<file path="src/rtl/fsm_ab_sequencer.sv">
// fsm_ab_sequencer: latches A/B/mode on start, shows {A,B} then A-B or Gray({A,B}) for fixed dwell times.
// Optional FSM_ABORT_EN adds an abort input that cancels a run without a done pulse.
module fsm_ab_sequencer #(
    parameter int W        = 4,
    parameter int SHOW_CYC = 6,
    parameter int RES_CYC  = 3,
    parameter int CNT_W    = 8
) (
    input  logic           clock,
    input  logic           reset,
    input  logic           start,
    input  logic [W-1:0]   a,
    input  logic [W-1:0]   b,
    input  logic [1:0]     mode,
`ifdef FSM_ABORT_EN
    input  logic           abort,
`endif
    output logic [2*W-1:0] ab_result,
    output logic [1:0]     state,
    output logic           busy,
    output logic           done
);
    typedef enum logic [1:0] {IDLE = 2'b00, SHOW = 2'b01, DIFF = 2'b10, GRAY = 2'b11} state_t;

    localparam logic [CNT_W-1:0] SHOW_LAST = CNT_W'(SHOW_CYC - 1);
    localparam logic [CNT_W-1:0] RES_LAST  = CNT_W'(RES_CYC - 1);

    state_t         st;
    logic [CNT_W-1:0] cnt;
    logic [W-1:0]   a_q, b_q;
    logic [1:0]     mode_q;
    logic [W-1:0]   diff;
    logic [2*W-1:0] ab;

    always_ff @(posedge clock) begin
        if (reset) begin
            st     <= IDLE;
            cnt    <= '0;
            a_q    <= '0;
            b_q    <= '0;
            mode_q <= '0;
            done   <= 1'b0;
        end else begin
            done <= 1'b0;
            case (st)
                IDLE: if (start) begin
                    a_q    <= a;
                    b_q    <= b;
                    mode_q <= mode;
                    cnt    <= '0;
                    st     <= SHOW;
                end
                SHOW: if (cnt == SHOW_LAST) begin
                    cnt <= '0;
                    // auto modes pick DIFF only for a strictly larger A
                    st  <= (mode_q == 2'b01 || (mode_q != 2'b10 && a_q > b_q)) ? DIFF : GRAY;
                end else begin
                    cnt <= cnt + 1'b1;
                end
                DIFF, GRAY: if (cnt == RES_LAST) begin
                    cnt  <= '0;
                    st   <= IDLE;
                    done <= 1'b1;
                end else begin
                    cnt <= cnt + 1'b1;
                end
            endcase
`ifdef FSM_ABORT_EN
            if (abort && st != IDLE) begin
                st   <= IDLE;
                cnt  <= '0;
                done <= 1'b0;
            end
`endif
        end
    end

    assign ab    = {a_q, b_q};
    assign diff  = a_q - b_q;
    assign state = st;
    assign busy  = st != IDLE;

    always_comb begin
        ab_result = st == IDLE ? {2*W{1'b1}} :
                    st == SHOW ? ab :
                    st == DIFF ? {{W{diff[W-1]}}, diff} :
                                 ab ^ (ab >> 1);
    end
endmodule
</file>
<file path="config.mk">
export PLATFORM = sky130hd
export DESIGN_NAME = fsm_ab_sequencer
export DESIGN_NICKNAME = d
export VERILOG_FILES = /design/src/rtl/fsm_ab_sequencer.sv
export SDC_FILE = /design/constraint.sdc
export NUM_CORES = 1
export LEC_CHECK = 0
export ABC_AREA = 0
export BUFFER_PORTS_ARGS = -buffer_cell sky130_fd_sc_hd__buf_2
export CORE_ASPECT_RATIO = 0.8
export CORE_MARGIN = 2
export CORE_UTILIZATION = 54
export CTS_CLUSTER_SIZE = 30
export DETAILED_ROUTE_END_ITERATION = 6
export PLACE_DENSITY = 0.77
export SYNTH_ARGS = -nofsm -noshare
export SYNTH_HDL_FRONTEND = slang
export SYNTH_SLANG_ARGS = --single-unit
</file>
<file path="constraint.sdc">
create_clock -name clock -period 2.02 [get_ports clock]
set_input_delay 0.303 -clock clock [delete_from_list [all_inputs] [get_ports clock]]
set_output_delay 0.303 -clock clock [all_outputs]
set_load 0.1 [all_outputs]
</file>
==> reports/qor.yml, run 1 <==
status: "finished with violations"
violations: "setup timing"
timing.rr.start: "a_q[0]"
avgSynthCellArea_sq_um: 7.68
layout_worst_path_cycle_share: 1.22
diodes: 0
arrival_ps: 2170
grt_max_degree: 22
finalSetupViolations: 7
maxCapViolCount: 0
syn2layout_area_growth_pct: 43.2
hold_viol: 0
drc: 0
skew_ps: 8.73
reg2reg_slack_ps: 220
async_flop_share: 0
layout-drive-gt1-share: 0.363
synth_top_area_share: 0.332
cts.sinks: 21
drtPass1Iterations: 4
finalSetupTns_ps: -2510
dp_slack_ps: -173
dieArea_sq_um: 2750
vias: 1359
register_area_sq_um: 433
multiInputGateArea_sq_um: 922
num_rows: 15
clk_path_buf_depth: 2
r2r_cells: 10
power_density_nw_per_um2: 811
routedWlPerCell_microns: 15.0
synth_most_common_cell: "nand2_1"
worstSetupPathType: "flop to output port"
maxSlewViolCount: 0
h-tree-depth: 1
nets: 226
die_w_microns: 58.2
grt_pass1_wl_microns: 5400
ioPinCount: 25
tritoncts: "built"
slew_headroom: 0.677
p_leak_nw: 0.746
worst_setup_path_end_kind: "output port"
max-vdd-ir-drop_v: 0.000884
synth-edff-count: 0
routed_via_density: 5.93
track_usage: 0.266
hold_buffers: 0
grt_overflow: 0
ys.flop_type: "dfxtp_1"
die_h_microns: 47.3
holdCritPathClass: "input port to flop"
place_area_sq_um: 1680
yosysSeqAreaShare: 0.332
syn-instance-count: 165
min_to: "b_q[0]"
cp.required_ps: 1720
hold_depth: 3
min_period_ps: 2470
ys.warnings.count: 0
netlist-cell-type-count: 39
wirelength_microns: 3430
path_clk_slew_ps: 120
antenna_found_initial: 0
clock.fmax_mhz: 405
reg2reg_to: "state[0]"
worst_pin_slew_ps: 488
ys_seq_elements: 21
final_cell_area_sq_um: 1820
critPathMaxFanout: 5
clkLatencyLatePin_ps: 300
yosys-top-cells-count: "nand2_1 (27), dfxtp_1 (21), a21oi_1 (19), inv_1 (11), nor2_1 (9)"
antenna_left: 0
rsz0062_at_grt: "true"
final_util: 0.827
gp_congestion: 0.943
drt-initial-drc-count: 127
dp_hpwl_microns: 2460
min_from: "b[0]"
cts_buffers: 3
finalPower_mw: 1.47
core_sq_um: 2200
synthesis.area_sq_um: 1270
start_util: 0.577
fin_ws_ps: -449
numPortBuffers: 24
crit_path_start_kind: "flop"
clock-root-buffer: "clkbuf_4"
n_fill_cell: 149
synth_top_cells_by_area: "dfxtp_1 (33%), nand2_1 (8.0%), a21oi_1 (7.5%)"
synth.largest_area_cell: "dfxtp_1"
grt_pass1_vias: 1125
synth.net_count: 186
## area by class of cell
cell class	instances	area share
Clock buffer	4	0.0145
Tap cell	25	0.0172
Multi-Input combinational cell	126	0.508
Timing Repair Buffer	42	0.199
Sequential cell	21	0.238
Inverter	11	0.0227
## layer usage
layer  track usage  vias up  wire length (microns)
met5             0        -                      0
met4        0.0512        0                     40
met3        0.0523        4                    255
met2         0.391       54                   1480
met1         0.407      632                   1650
li1              -      669                      -
## registers in the layout, indices dropped and copies added (netlist names)
| name | flops |
|---|---|
| mode_q | 2 |
| done | 1 |
| a_q | 4 |
| b_q | 4 |
| cnt | 8 |
| state | 2 |
## cell families (layout without fill, tap and decap cells)
group / after synthesis / after routing / share of synthesized area
DFF: 21 / 21 / 0.332
xor gates and xnor gates: 4 / 4 / 0.0276
AOI/OAI and AO/OA: 49 / 49 / 0.249
adders and majority gates: 8 / 8 / 0.0849
buffers and inverters: 18 / 57 / 0.0582
muxes: 1 / 1 / 0.00790
and+or+nand+nor: 64 / 64 / 0.241
## repair_timing
action | in CTS | in global routing
buffers inserted | 3 | 1
endpoints found under the setup margin | 7 | 8
gates resized for setup | 16 | 5
pin swaps | 7 | 4
## power by group
group / leakage (nW) / switching, mW / internal [mW]
Combinational: 0.557 / 0.509 / 0.290
Sequential: 0.174 / 0.0321 / 0.441
Clock: 0.0150 / 0.125 / 0.0770
## how the worst max path moves through the flow
stage	startpoint	endpoint	depth (start not counted)
2_1_floorplan	b_q[1]	ab_result[5]	7
3_3_place_gp	b_q[1]	ab_result[6]	8
3_5_place_dp	b_q[1]	ab_result[6]	8
4_1_cts	b_q[1]	ab_result[6]	8
5_1_grt	b_q[1]	ab_result[5]	9
6_report	b_q[1]	ab_result[5]	9
## layout by cell type, fill, tap and decap left out, types with 2 or more instances in the layout
| cell | instances |
|---|---|
| a211oi_1 | 6 |
| dfxtp_2 | 4 |
| xor2_1 | 2 |
| a41o_1 | 2 |
| clkbuf_4 | 3 |
| nand4_1 | 2 |
| a21oi_1 | 14 |
| dfxtp_1 | 15 |
| xnor2_1 | 2 |
| or3_1 | 2 |
| a41oi_1 | 2 |
| o21a_1 | 2 |
| o21ai_2 | 2 |
| o21ai_0 | 3 |
| a21oi_2 | 2 |
| a22o_1 | 2 |
| inv_2 | 3 |
| inv_1 | 8 |
| nor3_1 | 3 |
| buf_2 | 16 |
| buf_6 | 3 |
| a31oi_1 | 4 |
| nor2_2 | 2 |
| and2_1 | 2 |
| nand2b_1 | 2 |
| buf_4 | 17 |
| and3_1 | 3 |
| ha_4 | 2 |
| buf_12 | 6 |
| nor2_1 | 8 |
| nand3_1 | 4 |
| dfxtp_4 | 2 |
| ha_1 | 5 |
| a21oi_4 | 4 |
| nand2_1 | 27 |
## critical path: stages (launching register included)
cell,delay (ps)
dfxtp_2,360
inv_2,50
ha_4,200
nor2b_4,130
o21a_1,190
buf_4,140
o21ai_4,140
a21oi_4,120
a311oi_4,310
buf_12,210
## per-stage QoR
| stage | cells | hold slack (ps) |
|---|---|---|
| 2_1_floorplan | 165 | 431 |
| 3_3_place_gp | 221 | 455 |
| 3_5_place_dp | 221 | 464 |
| 4_1_cts | 228 | 221 |
| 5_1_grt | 229 | 230 |
| 6_report | 229 | 224 |
Note: power is estimated with default switching activity, not from simulation.
==> inputs of run 2 (changes only) <==
--- a/config.mk
+++ b/config.mk
@@ -9,10 +9,11 @@
 export BUFFER_PORTS_ARGS = -buffer_cell sky130_fd_sc_hd__buf_2
 export CORE_ASPECT_RATIO = 0.8
 export CORE_MARGIN = 2
-export CORE_UTILIZATION = 54
+export CORE_UTILIZATION = 48
 export CTS_CLUSTER_SIZE = 30
 export DETAILED_ROUTE_END_ITERATION = 6
-export PLACE_DENSITY = 0.77
+export GPL_ROUTABILITY_DRIVEN = 0
+export PLACE_DENSITY = 0.73
 export SYNTH_ARGS = -nofsm -noshare
 export SYNTH_HDL_FRONTEND = slang
 export SYNTH_SLANG_ARGS = --single-unit
==> constraint.sdc (replaced) <==
create_clock -name clock -period 2.23 [get_ports clock]
set_input_delay 0.3345 -clock clock [delete_from_list [all_inputs] [get_ports clock]]
set_output_delay 0.3345 -clock clock [all_outputs]
set_load 0.1 [all_outputs]
==> run 2 against run 1 <==
Against the previous run:
- the flow still finishes with violations (setup timing)
- sequential share of layout area rose by 0.57 points
- clock skew is essentially flat
- flip-flop and latch count unchanged
- worst hold slack better by 7.3 ps
- critical path type unchanged
- register-to-register slack better by 70 ps
- via count fell by 4.9%
- final cell count grew 2.6%
- utilization fell by 11 points
- combinational power fell by 17%
- die area grew 12%
- critical endpoint unchanged
- power is 12% lower
==> reports/qor.yml, run 2 (synthesis results as in run 1) <==
final_common_cell: "nand2_1"  # unchanged
finalSetupViolations: 6  # was 7
reg2reg_to: "state[0]"  # unchanged
wirelength_microns: 3260  # was 3430 microns
numPortBuffers: 24  # unchanged
dp_hpwl_microns: 2440  # was 2460 microns
maxSlewViolCount: 0  # unchanged
cp.required_ps: 1900  # was 1720 ps
grt_max_degree: 22  # unchanged
crit_path_start_kind: "flop"  # unchanged
p_sw_uw: 601  # was 665 uW
power_frac_seq: 0.337  # was 0.321
dp_slack_ps: -13.2  # was -173 ps
fin_ws_ps: -209  # was -449 ps
diodes: 0  # unchanged
reg2reg_slack_ps: 290  # was 220 ps
reg_top3: "cnt (8), a_q (4), b_q (4)"  # unchanged
track_usage: 0.240  # was 0.266
path_clk_slew_ps: 130  # was 120 ps
fin_cells: 235  # was 229
r2r_cells: 9  # was 10
final_cell_mix: "nand2_1 (27), buf_2 (16), dfxtp_1 (15), a21oi_1 (14), buf_4 (12)"  # was nand2_1 (27), buf_4 (17), buf_2 (16), dfxtp_1 (15), a21oi_1 (14)
largest_register_ffs: 8  # unchanged
num_rows: 16  # was 15
h-tree-depth: 1  # unchanged
start_util: 0.511  # was 0.577
drt-initial-drc-count: 77  # was 127
drtPass1Iterations: 5  # was 4
rsz0062_at_grt: "true"  # unchanged
slew_headroom: 0.674  # was 0.677
power_density_nw_per_um2: 733  # was 811 nW/um^2
max-vdd-ir-drop_v: 0.000432  # was 0.000884 V
worstSetupPathType: "flop to output port"  # unchanged
hold_buffers: 0  # unchanged
clk_path_buf_depth: 2  # unchanged
layout-drive-gt1-share: 0.332  # was 0.363
min_period_ps: 2440
grt_overflow: 0  # unchanged
layout_worst_path_cycle_share: 1.09
clock.fmax_mhz: 410
grt_pass1_vias: 1152  # was 1125
swShare: 0.463  # was 0.452
skew_ps: 8.87  # was 8.73 ps
dp_cells: 229  # was 221
vias: 1293  # was 1359
clkLatencyLatePin_ps: 310  # was 300 ps
internal_power_uw: 698  # was 808 uW
drc: 0  # unchanged
core_sq_um: 2480  # was 2200 sq um
nets: 221  # was 226
finalSetupTns_ps: -1010  # was -2510 ps
die_w_microns: 61.5  # was 58.2 microns
holdCritPathClass: "input port to flop"  # unchanged
fin_hold_ws_ps: 231  # was 224 ps
die_h_microns: 50.0  # was 47.3 microns
arrival_ps: 2100  # was 2170 ps
cts_buffers: 3  # unchanged
routed_via_density: 5.50  # was 5.93
startpoint: "b_q[1]"  # unchanged
routedWlPerCell_microns: 13.9  # was 15.0 microns
n_fill_cell: 207  # was 149
dieArea_sq_um: 3070  # was 2750 sq um
syn2layout_area_growth_pct: 39.9  # was 43.2%
tritoncts: "built"  # unchanged
p_clk_frac: 0.151  # was 0.137
cts.sinks: 21  # unchanged
status: "finished with violations"  # unchanged
clock-root-buffer: "clkbuf_4"  # unchanged
antenna_left: 0  # unchanged
timing.rr.start: "b_q[0]"  # was a_q[0]
critPathMaxFanout: 5  # unchanged
finalPower_mw: 1.30  # was 1.47 mW
hold_depth: 3  # unchanged
hold_viol: 0  # unchanged
worst_setup_path_end_kind: "output port"  # unchanged
p_leak_nw: 0.707  # was 0.746 nW
antenna_found_initial: 0  # unchanged
violations: "setup timing"  # unchanged
worst_pin_slew_ps: 486  # was 488 ps
critPathCapture: "ab_result[5]"  # unchanged
maxCapViolCount: 0  # unchanged
regMostFlops: "cnt"  # unchanged
grt_pass1_wl_microns: 5530  # was 5400 microns
min_from: "a[0]"  # was b[0]
p_comb_frac: 0.512  # was 0.542
ioPinCount: 25  # unchanged
run 2: worst max-delay path, cell delays in order, from the launching register on:
cell      delay (ps)
dfxtp_2          360
inv_2             50
ha_4             200
nor2b_1          120
o21a_1           180
or3_4            340
a21oi_4          160
buf_12           140
a311oi_4          40
buf_12           190
run 2: layer usage:
metal | track usage | wire, microns
met1 | 0.371 | 1610
met3 | 0.0525 | 203
met2 | 0.335 | 1430
met4 | 0.0567 | 19
met5 | 0 | 0
run 2: metrics by stage:
stage,area [sq um],util
after floorplan,1380,-
after global placement,1620,0.652
after detailed placement,1620,0.652
after CTS,1760,0.709
after global routing,1770,0.714
final,1770,0.714
run 2: cell type report:
| type | instances | area (sq um) | area share |
|---|---|---|---|
| well taps | 36 | 45.0 | 0.0254 |
| clock buffers | 3 | 22.5 | 0.0127 |
| clock inverters | 1 | 7.51 | 0.00423 |
| flip-flops and latches | 21 | 433 | 0.244 |
| repair buffers | 37 | 329 | 0.186 |
| multi-input cells | 126 | 895 | 0.505 |
| inverters | 11 | 41.3 | 0.0233 |
run 2: repair_timing:
item / CTS / global route
buffers inserted: 2 / 0
endpoints found under the setup margin: 7 / 8
pin swaps: 9 / 3
resized for setup: 26 / 3
run 2: how the worst min path moves through the flow:
| stage | to | slack (ps) |
|---|---|---|
| 6_report | a_q[0] | 230 |
| 2_1_floorplan | mode_q[1] | 440 |
| 3_5_place_dp | mode_q[1] | 460 |
| 4_1_cts | a_q[0] | 230 |
| 5_1_grt | a_q[2] | 230 |
| 3_3_place_gp | mode_q[1] | 460 |
run 2: power by group through the flow:
stage	Combinational [mW]	Clock (mW)	Sequential, mW
after floorplan	0.446	0	0.453
after global placement	0.582	0	0.441
after detailed placement	0.594	0	0.444
after CTS	0.653	0.202	0.437
after global routing	0.705	0.217	0.444
final	0.665	0.196	0.438
==> inputs of run 3 (changes only) <==
--- a/config.mk
+++ b/config.mk
@@ -10,10 +10,12 @@
 export CORE_ASPECT_RATIO = 0.8
 export CORE_MARGIN = 2
 export CORE_UTILIZATION = 48
+export CTS_BUF_LIST = sky130_fd_sc_hd__clkbuf_16
 export CTS_CLUSTER_SIZE = 30
 export DETAILED_ROUTE_END_ITERATION = 6
 export GPL_ROUTABILITY_DRIVEN = 0
 export PLACE_DENSITY = 0.73
+export SLEW_MARGIN = 0
 export SYNTH_ARGS = -nofsm -noshare
 export SYNTH_HDL_FRONTEND = slang
 export SYNTH_SLANG_ARGS = --single-unit
==> run 3 against run 2 <==
Against the previous run:
- the run still ends with setup timing left
- via count is essentially flat
- sequential power is essentially flat
- first-iteration DRC count shrank 14%
- clock power grew 99%
- flip-flop and latch count is the same
- setup slack gained 87 ps
- global-route usage grew 0.62 points
- critical path depth is the same
- utilization grew 2.0 points
- highest routed layer unchanged
==> reports/qor.yml, run 3 (synthesis results as in run 1) <==
status: "finished with violations"  # unchanged
violations: "setup timing"  # unchanged
min_period_ps: 2350  # was 2440 ps
hold_buffers: 0  # unchanged
track_usage: 0.246  # was 0.240
num_rows: 16  # unchanged
core_sq_um: 2480  # unchanged
critPathMostFrequentCell: "buf_12"  # unchanged
grt_pass1_wl_microns: 5640  # was 5530 microns
largest_register_ffs: 8  # unchanged
cts_buffers: 3  # unchanged
h-tree-depth: 1  # unchanged
min_from: "a[0]"  # unchanged
clock.fmax_mhz: 425  # was 410 MHz
min_to: "a_q[0]"  # unchanged
cp.required_ps: 1900  # about the same
reg2reg_to: "state[0]"  # unchanged
power_frac_seq: 0.293  # was 0.337
power_density_nw_per_um2: 819  # was 733 nW/um^2
antenna_found_initial: 0  # unchanged
worstPathCellList: "inv_2, ha_4, nor2b_1, o21a_1, or3_4, a21oi_4, buf_12, a311oi_4, buf_12"  # unchanged
cp_top_family: "simple AND/OR/NAND/NOR gates"  # unchanged
max-vdd-ir-drop_v: 0.000571  # was 0.000432 V
die_w_microns: 61.5  # unchanged
internal_power_uw: 872  # was 698 uW
layout-drive-gt1-share: 0.337  # was 0.332
diodes: 0  # unchanged
drtPass1Iterations: 4  # was 5
clock-root-buffer: "clkbuf_16"  # was clkbuf_4
cts.sinks: 21  # unchanged
crit_path_start_kind: "flop"  # unchanged
p_leak_nw: 0.728  # was 0.707 nW
grt.met1_usage: 0.380  # was 0.371
holdCritPathClass: "input port to flop"  # unchanged
start_util: 0.511  # unchanged
skew_ps: 2.28  # was 8.87 ps
maxCapViolCount: 0  # unchanged
grt_util_met2: 0.346  # was 0.335
timing.rr.start: "a_q[0]"  # was b_q[0]
use_met3: 0.0682  # was 0.0525
antenna_left: 0  # unchanged
finalSetupTns_ps: -569  # was -1010 ps
slowest_stage: "or3_4"  # was dfxtp_2
arrival_ps: 2020  # was 2100 ps
slew_headroom: 0.667  # was 0.674
regMostFlops: "cnt"  # unchanged
routed_via_density: 5.51  # was 5.50
worstSetupPathType: "flop to output port"  # unchanged
grt_overflow: 0  # unchanged
worst_pin_slew_ps: 495  # was 486 ps
vias: 1294  # was 1293
n_fill_cell: 199  # was 207
grt_max_degree: 22  # unchanged
path_clk_slew_ps: 60  # was 130 ps
slowest_delay_ps: 350  # was 360 ps
routedWlPerCell_microns: 13.9  # about the same
p_comb_frac: 0.446  # was 0.512
clkLatencyLatePin_ps: 250  # was 310 ps
drt-initial-drc-count: 66  # was 77
layout_worst_path_cycle_share: 1.05  # was 1.09
reg2reg_slack_ps: 300  # was 290 ps
numPortBuffers: 24  # unchanged
final_common_cell: "nand2_1"  # unchanged
dp_hpwl_microns: 2440  # unchanged
clk_path_buf_depth: 2  # unchanged
fin_ws_ps: -122  # was -209 ps
ioPinCount: 25  # unchanged
dp_slack_ps: -13.2  # unchanged
nets: 221  # unchanged
grt_pass1_vias: 1155  # was 1152
worst_setup_path_end_kind: "output port"  # unchanged
finalSetupViolations: 5  # was 6
dieArea_sq_um: 3070  # unchanged
grt-busiest-layer: "met1"  # unchanged
cp_num_buf_inv: 3  # unchanged
swShare: 0.416  # was 0.463
rsz0062_at_grt: "true"  # unchanged
maxSlewViolCount: 0  # unchanged
tritoncts: "built"  # unchanged
wirelength_microns: 3280  # was 3260 microns
p_sw_uw: 621  # was 601 uW
fin_hold_ws_ps: 304  # was 231 ps
critPathMaxFanout: 5  # unchanged
drc: 0  # unchanged
die_h_microns: 50.0  # unchanged
hold_viol: 0  # unchanged
r2r_cells: 10  # was 9
final_cell_mix: "nand2_1 (27), buf_2 (17), dfxtp_1 (15), a21oi_1 (14), buf_4 (13)"  # was nand2_1 (27), buf_2 (16), dfxtp_1 (15), a21oi_1 (14), buf_4 (12)
p_clk_frac: 0.261  # was 0.151
syn2layout_area_growth_pct: 43.8  # was 39.9%
hold_depth: 3  # unchanged
reg_top3: "cnt (8), a_q (4), b_q (4)"  # unchanged
## run 3: cell count changes in the layout (fill, tap and decap cells not counted), sizes merged
cell,before,now
buf,36,37
clkbuf,4,3
## run 3: worst max path at each step
stage | from | end | cells past startpoint | slack [ps]
floorplan | b_q[1] | ab_result[5] | 7 | -270
global placement | b_q[1] | ab_result[6] | 8 | 30
detailed placement | b_q[1] | ab_result[4] | 8 | -10
CTS | b_q[1] | ab_result[5] | 9 | -150
global route | b_q[1] | ab_result[5] | 9 | -190
finish | b_q[1] | ab_result[5] | 9 | -120
## run 3: area by class of cell
type,count,area (sq um),area share
Inverter,11,41.3,0.0226
Timing Repair Buffer,37,323,0.177
Sequential cell,21,433,0.237
Tap cell,36,45.0,0.0247
Clock inverter,1,7.51,0.00412
Clock buffer,3,75.1,0.0412
Multi-Input combinational cell,126,898,0.493
## run 3: what timing repair did
action | 4_1_cts | 5_1_grt
pin swaps | 4 | 7
buffers inserted | 1 | 1
setup endpoints to repair | 7 | 7
gates resized for setup | 17 | 11
## run 3: power by group through the flow
stage               logic, mW  clock network [mW]  registers [mW]
floorplan               0.446                   0           0.453
detailed placement      0.594                   0           0.444
CTS                     0.642               0.395           0.435
global route            0.706               0.418           0.444
finish                  0.665               0.390           0.437
global placement        0.582                   0           0.441
## run 3: layer usage
metal	vias up	part of all wire
met3	2	0.058
met1	601	0.50
met4	0	0.0040
met5	-	0
li1	657	-
met2	34	0.44
## run 3: tightest hold or removal path: stages
cell	delay, ps
buf_2	90
nand2_1	40
a21oi_1	50
## run 3: through the flow
stage               instances  instance area, sq um  total power, mW   util
floorplan                 165                  1380            0.900      -
global placement          229                  1620             1.02  0.652
detailed placement        229                  1620             1.04  0.652
CTS                       234                  1780             1.47  0.719
global route              235                  1820             1.57  0.734
finish                    235                  1820             1.49  0.734
